File: config.mk
export PLATFORM = sky130hd
export DESIGN_NAME = prga
export DESIGN_NICKNAME = d
export VERILOG_FILES = /design/src/rtl/arc4_pkg.sv /design/src/rtl/prga.sv
export SDC_FILE = /design/constraint.sdc
export NUM_CORES = 1
export LEC_CHECK = 0
export CAP_MARGIN = 20
export CORE_ASPECT_RATIO = 0.8
export CORE_MARGIN = 2
export CORE_UTILIZATION = 45
export DETAILED_ROUTE_END_ITERATION = 8
export PLACE_DENSITY = 0.7
export SLEW_MARGIN = 15
export SYNTH_ARGS = -nofsm -noshare
export SYNTH_HDL_FRONTEND = slang
export SYNTH_SLANG_ARGS = --single-unit
File: constraint.sdc
create_clock -name clk -period 3.3 [get_ports clk]
set_input_delay 0.33 -clock clk [delete_from_list [all_inputs] [get_ports clk]]
set_output_delay 0.33 -clock clk [all_outputs]
set_load 0.01 [all_outputs]
File: src/rtl/arc4_pkg.sv
// Shared ARC4 definitions: byte type, PRGA state encoding and the printable-ASCII window.
// No logic of its own; the window bounds are reused by the key-cracking stage.
// The printable check helper is only referenced when PRGA_ASCII_CHECK_EN is defined.
package arc4_pkg;

    typedef logic [7:0] byte_t;

    typedef enum logic [3:0] {
        PRGA_IDLE   = 4'd0,
        PRGA_LEN_RD = 4'd1,
        PRGA_LEN_WR = 4'd2,
        PRGA_S_I    = 4'd3,
        PRGA_S_J    = 4'd4,
        PRGA_W_I    = 4'd5,
        PRGA_W_J    = 4'd6,
        PRGA_PAD    = 4'd7,
        PRGA_OUT    = 4'd8
    } prga_state_t;

    localparam byte_t ASCII_LO = 8'h20;
    localparam byte_t ASCII_HI = 8'h7E;

    function automatic logic is_printable(input byte_t b);
        return (b >= ASCII_LO) && (b <= ASCII_HI);
    endfunction

endpackage

File: src/rtl/prga.sv
// RC4 PRGA: decrypts length-prefixed ct memory into pt using the permuted S RAM.
// Latency: rdy low for 2+6L cycles (L = ct[0]); one S/ct/pt access per state, reads consumed next state.
// No backpressure: en is sampled only while rdy=1; PRGA_ASCII_CHECK_EN adds an abort on non-printable output.
module prga
    import arc4_pkg::*;
(
    input  logic  clk,
    input  logic  rst,
    input  logic  en,
    output logic  rdy,
    output logic  ok,
    output byte_t s_addr,
    input  byte_t s_rddata,
    output byte_t s_wrdata,
    output logic  s_wren,
    output byte_t ct_addr,
    input  byte_t ct_rddata,
    output byte_t pt_addr,
    output byte_t pt_wrdata,
    output logic  pt_wren
);

    prga_state_t state_q, state_d;
    byte_t       i_q, i_d;
    byte_t       j_q, j_d;
    byte_t       si_q, si_d;
    byte_t       sj_q, sj_d;
    byte_t       k_q, k_d;
    byte_t       len_q, len_d;
    byte_t       pt_byte;

`ifdef PRGA_ASCII_CHECK_EN
    logic        ok_q, ok_d;
    assign ok = ok_q;
`else
    assign ok = 1'b1;
`endif

    assign rdy     = (state_q == PRGA_IDLE);
    assign pt_byte = s_rddata ^ ct_rddata;

    // Next-state, datapath update and memory-port drive for the byte loop
    always_comb begin
        state_d   = state_q;
        i_d       = i_q;
        j_d       = j_q;
        si_d      = si_q;
        sj_d      = sj_q;
        k_d       = k_q;
        len_d     = len_q;
`ifdef PRGA_ASCII_CHECK_EN
        ok_d      = ok_q;
`endif
        s_addr    = 8'd0;
        s_wrdata  = 8'd0;
        s_wren    = 1'b0;
        ct_addr   = 8'd0;
        pt_addr   = 8'd0;
        pt_wrdata = 8'd0;
        pt_wren   = 1'b0;
        case (state_q)
            PRGA_IDLE: begin
                if (en) begin
                    state_d = PRGA_LEN_RD;
                    i_d     = 8'd0;
                    j_d     = 8'd0;
                    k_d     = 8'd0;
`ifdef PRGA_ASCII_CHECK_EN
                    ok_d    = 1'b1;
`endif
                end
            end
            PRGA_LEN_RD: begin
                ct_addr = 8'd0;
                state_d = PRGA_LEN_WR;
            end
            PRGA_LEN_WR: begin
                len_d     = ct_rddata;
                pt_addr   = 8'd0;
                pt_wrdata = ct_rddata;
                pt_wren   = 1'b1;
                state_d   = (ct_rddata == 8'd0) ? PRGA_IDLE : PRGA_S_I;
            end
            PRGA_S_I: begin
                i_d     = i_q + 8'd1;
                s_addr  = i_q + 8'd1;
                state_d = PRGA_S_J;
            end
            PRGA_S_J: begin
                si_d    = s_rddata;
                j_d     = j_q + s_rddata;
                s_addr  = j_q + s_rddata;
                state_d = PRGA_W_I;
            end
            PRGA_W_I: begin
                // i==j needs no special case: the W_J write of si lands last
                sj_d     = s_rddata;
                s_addr   = i_q;
                s_wrdata = s_rddata;
                s_wren   = 1'b1;
                state_d  = PRGA_W_J;
            end
            PRGA_W_J: begin
                s_addr   = j_q;
                s_wrdata = si_q;
                s_wren   = 1'b1;
                state_d  = PRGA_PAD;
            end
            PRGA_PAD: begin
                s_addr  = si_q + sj_q;
                ct_addr = k_q + 8'd1;
                state_d = PRGA_OUT;
            end
            PRGA_OUT: begin
                pt_addr   = k_q + 8'd1;
                pt_wrdata = pt_byte;
                pt_wren   = 1'b1;
                k_d       = k_q + 8'd1;
                state_d   = ((k_q + 8'd1) == len_q) ? PRGA_IDLE : PRGA_S_I;
`ifdef PRGA_ASCII_CHECK_EN
                // the offending byte is still written; the run just stops here
                if (!is_printable(pt_byte)) begin
                    ok_d    = 1'b0;
                    state_d = PRGA_IDLE;
                end
`endif
            end
            default: state_d = PRGA_IDLE;
        endcase
    end

    // State and byte registers; reset parks the block idle with ok set
    always_ff @(posedge clk) begin
        if (rst) begin
            state_q <= PRGA_IDLE;
            i_q     <= 8'd0;
            j_q     <= 8'd0;
            si_q    <= 8'd0;
            sj_q    <= 8'd0;
            k_q     <= 8'd0;
            len_q   <= 8'd0;
`ifdef PRGA_ASCII_CHECK_EN
            ok_q    <= 1'b1;
`endif
        end else begin
            state_q <= state_d;
            i_q     <= i_d;
            j_q     <= j_d;
            si_q    <= si_d;
            sj_q    <= sj_d;
            k_q     <= k_d;
            len_q   <= len_d;
`ifdef PRGA_ASCII_CHECK_EN
            ok_q    <= ok_d;
`endif
        end
    end

endmodule

After elaboration in Yosys (flattened, before gate mapping). Index checks and enable logic that the tools add are counted.

Register bits: 52. Input bits: 19. Output and inout bits: 44. Logic and storage cells: 47.

Add/subtract/negate cells: 4. Eq/ne operators: 10. Muxes and demuxes: 15. Bitwise gates (word level): 1. Reductions and logical operators: 10.

Operators with widths (number): $pmux W8 S2 (5); $pmux W8 S5 (1); $pmux W4 S9 (1); $mux W8 (3); $add A8 B1 Y8 const B (2); $add A8 B8 Y8 (2); $eq A4 B3 Y1 const B (4); $eq A4 B2 Y1 const B (2); $eq A8 B8 Y1 (1); $logic_not A8 Y1 (1); $xor A8 B8 Y8 (1); $reduce_and A2 Y1 (3); $reduce_bool A2 Y1 (3); $eq A4 B1 Y1 const B (1); $eq A4 B4 Y1 const B (1); $logic_not A4 Y1 (1); $mux W2 (2); $mux W4 (1); $reduce_or A2 Y1 (2); $mux W1 (2); $ne A2 B2 Y1 const B (1).

Longest topological paths before layout.
Depth after elaboration: 4. Depth in mapped cells: 9. Gate-level depth less buffers: 9.

Worst setup path after synthesis. Ideal clock, no wire load.

Path kind: register -> output. Start point: register j_q[0]. End point: output port s_addr[6]. Arrival time: 1794 ps. Required time: 2970 ps. Setup slack: 1176 ps. Cell stages (with the launch flop): 10. Buffers on the path: 0. Cell sequence: dfxtp_1 > ha_1 > inv_1 > fa_1 > nor2b_1 > o21ai_0 > a21oi_1 > nor4_1 > a211oi_1 > o211ai_1.

Word-level cells in the longest chain between the ends: 2.

Ends and longest elaborated chain: start: declaration (RTL line prga.sv:25) `byte_t j_q, j_d;`; start signal: assignment (RTL line prga.sv:148) `j_q <= j_d;`; $add A8 B8 Y8 (RTL line prga.sv:92) `s_addr = j_q + s_rddata;`; $pmux W8 S5 (RTL line prga.sv:61) `case (state_q)`; end: declaration (RTL line prga.sv:12) `output byte_t s_addr,`.

No other way between the ends.

Worst setup path after layout.
Start point: input port s_rddata[1]. End point: output port s_addr[7].

Word-level cells in the longest chain between the ends: 2.

Ends and longest elaborated chain: start: declaration (RTL line prga.sv:13) `input byte_t s_rddata,`; $add A8 B8 Y8 (RTL line prga.sv:92); $pmux W8 S5 (RTL line prga.sv:61).

No other way between the ends.

==> metrics.txt <==
register area 1040 sq um; final setup fails 0; Final ANT Viol Nets 0; DP Worst Slack 5.52 ps; post-synthesis compound-gate area fraction 20.6%; syn nets 518; Vias/cell 5.49; Post-Synth Simple-Gate Area 29.0%; prevailing post-synth register cell dfxtp_1; Top Ports 63; commonest non-fill, non-tap cell in the layout nand2_1; critical path, cell by cell clkdlybuf4s50_1 > buf_4 > ha_1 > a211oi_1 > o21ai_0 > a21oi_1 > xnor2_1 > nand2_1 > o211ai_1 > clkdlybuf4s50_1; worst reg2reg setup slack 1080 ps; total negative setup slack 0 ps; ys async rst share 0%; Post-Synth XOR/XNOR Area 7.83%; area of the mapped netlist 3440 sq um; CP max-delay cell clkdlybuf4s50_1; # clock sinks 52; IO buf count 61; Layout Nets 574; pwr dens 334 nW/um^2; H-Tree Depth 2; crit start category input port; post-DP HPWL 7510 um; min Tclk post-route 3150 ps; crit path capture type output pin; wire length per cell 15.5 um; WL final 9960 um; CTS Buf Count 5; hold slack 466 ps; Hold Vio Cnt, Final 0; most frequent cells in the layout 103 x nand2_1, 59 x clkdlybuf4s50_1, 57 x a21oi_1, 52 x nor2_1, 52 x dfxtp_1; Max Root-Sink Buffers 2; maximum clock frequency 318 MHz; Synth Area in Adders 6.99%; Post-synth EDFFs 0; # fillers 718; arrival time worst endpoint 2820 ps; Via Count 3530; Synth Instances 481; worst stage delay on the critical path 580 ps; synthesized flop and latch total 52; vias in the first global route 3167; 1st-pass router iterations 5; Die Wd 102 um; sequential share of the synthesized area 30.3%; final clock skew 7.42 ps; detailed router's first-iteration violation count 248; Core Region 7390 sq um; ranking of synthesized cells by area dfxtp_1 30%, nand2_1 11%, a21oi_1 8.3%; Ant. Diodes 0; Crit path max-delay family buffers and inverters; outcome finished clean; max_slew headroom 32.9%; Finished Core Util 58.2%; GPL Wtd Cong 0.986; die height 82.2 um; Warnings, synthesis 0; largest net degree at the start of global routing 36; Max-Cap Viols 0; main combinational cell family by area after synthesis simple AND/OR/NAND/NOR gates; worst setup margin 153 ps; CTS clock-pin slew for the worst setup and hold paths 90 ps; Worst Tran Pin Value 999 ps; RSZ-0062 raised after global routing no; layout cells sized above 1 6.51%; Yosys cell types 50; clock power share 34.3%; switch share 28.1%; cell repeated most along the worst path clkdlybuf4s50_1; multiplexer share of the synthesized area 0.983%; Flop pwr share 46.6%; first-pass GRT wire length 16000 um; Synth top area share 30.3%; Critical path buffers and inverters 3; Tcrit/Tclk final 95.4%; Logic pwr share 19.1%; multi-input logic area 2250 sq um; Switching Power 0.404 mW; Clock Latency Late Sink 320 ps; DRC Markers 0; Internal 1.03 mW; final instance area 4300 sq um; Yosys top cell by area dfxtp_1; Total Die Area 8350 sq um; initial antenna violation count 0; total track usage 24.6%; Final Max Tran Viols 0; Lkg Pwr 1.58 nW; Worst Path Required 2970 ps; placed cell areas 4160 sq um; worst hold path type flip-flop to flip-flop; Worst Path Max Fanout 4; Crit Path Class input port to output pin; row count 28; clock tree root buffer cell clkbuf_8; P&R area growth vs syn 25.2%; Starting Density 46.5%; Mapped Avg Cell Area 7.14 sq um; GRT overflow 0; CTS tree yes; Max IR drop VDD 0.190 mV
[cells in the mapped netlist (4+ instances only)]
cell type / count
ha_1: 16
and2_1: 4
o211ai_1: 6
nor3_1: 11
nor3b_1: 4
nand2_1: 103
dfxtp_1: 52
a21oi_1: 57
nand3_1: 12
nand2b_1: 6
xnor2_1: 17
inv_1: 10
nor2_1: 52
nor2b_1: 6
clkbuf_1: 15
a221oi_1: 6
xor2_1: 10
o21ai_1: 10
o21ai_0: 26
buf_2: 8
nor4_1: 5
nand3b_1: 4
[through the flow]
stage	cells	power, mW
global placement	634	0.950
global route	643	1.50
floorplan	481	0.840
detailed placement	634	0.953
CTS	643	1.43
finish	643	1.43
[final cells by class]
cell class | count | area share (%)
well taps | 105 | 3.05
repair buffers | 73 | 16.4
clock inverters | 1 | 0.698
inverters | 11 | 0.960
flip-flops and latches | 52 | 24.2
clock buffers | 7 | 2.24
multi-input cells | 394 | 52.4
[registers in the layout, indices dropped and copies added (netlist names)]
signal,flops
len_q,8
sj_q,8
i_q,8
state_q,4
j_q,8
si_q,8
k_q,8
[final timing paths]
| path | start | to | depth (start not counted) |
|---|---|---|---|
| setup / recovery | s_rddata[1] | s_addr[7] | 10 |
| setup reg to reg | k_q[0]$_SDFFE_PP0P_ | state_q[0]$_SDFFE_PP0P_ | 7 |
| hold / removal | sj_q[6]$_SDFFE_PP0N_ | sj_q[6]$_SDFFE_PP0N_ | 2 |
| hold reg to reg | sj_q[6]$_SDFFE_PP0N_ | sj_q[6]$_SDFFE_PP0N_ | 2 |
[kinds of logic after synthesis]
family / Yosys count
AOI/OAI and AO/OA: 124
xor gates and xnor gates: 29
adders and majority gates: 18
buffers and inverters: 35
DFF: 52
muxes: 2
other: 1
and+or+nand+nor: 220
[metal layers]
layer / GRT usage, % / up-vias / wire length [um]
met4: 3.38 / 0 / 74
met3: 3.79 / 9 / 515
li1: - / 1764 / -
met1: 36.3 / 1640 / 5050
met5: 0 / - / 0
met2: 38.8 / 117 / 4320
[power groups by stage]
stage               registers [mW]  clock network (mW)  logic (mW)
CTS                          0.668               0.494       0.272
floorplan                    0.669                   0       0.171
detailed placement           0.683                   0       0.271
finish                       0.668               0.492       0.274
global placement             0.682                   0       0.267
global route                 0.672               0.526       0.302
[worst min-delay path: stages, from the launching register on]
cell and delay [ps]:
dfxtp_1 320, nand2_1 50, a21oi_1 50
[repair_timing]
| item | in CTS | in global routing |
|---|---|---|
| hold buffers | 0 | 0 |
| buffers inserted | 1 | 0 |
| endpoints found under the setup margin | 1 | 1 |
| pin swaps | 2 | 1 |
| resized for setup | 0 | 3 |
Power figures use the tool's default switching activity.
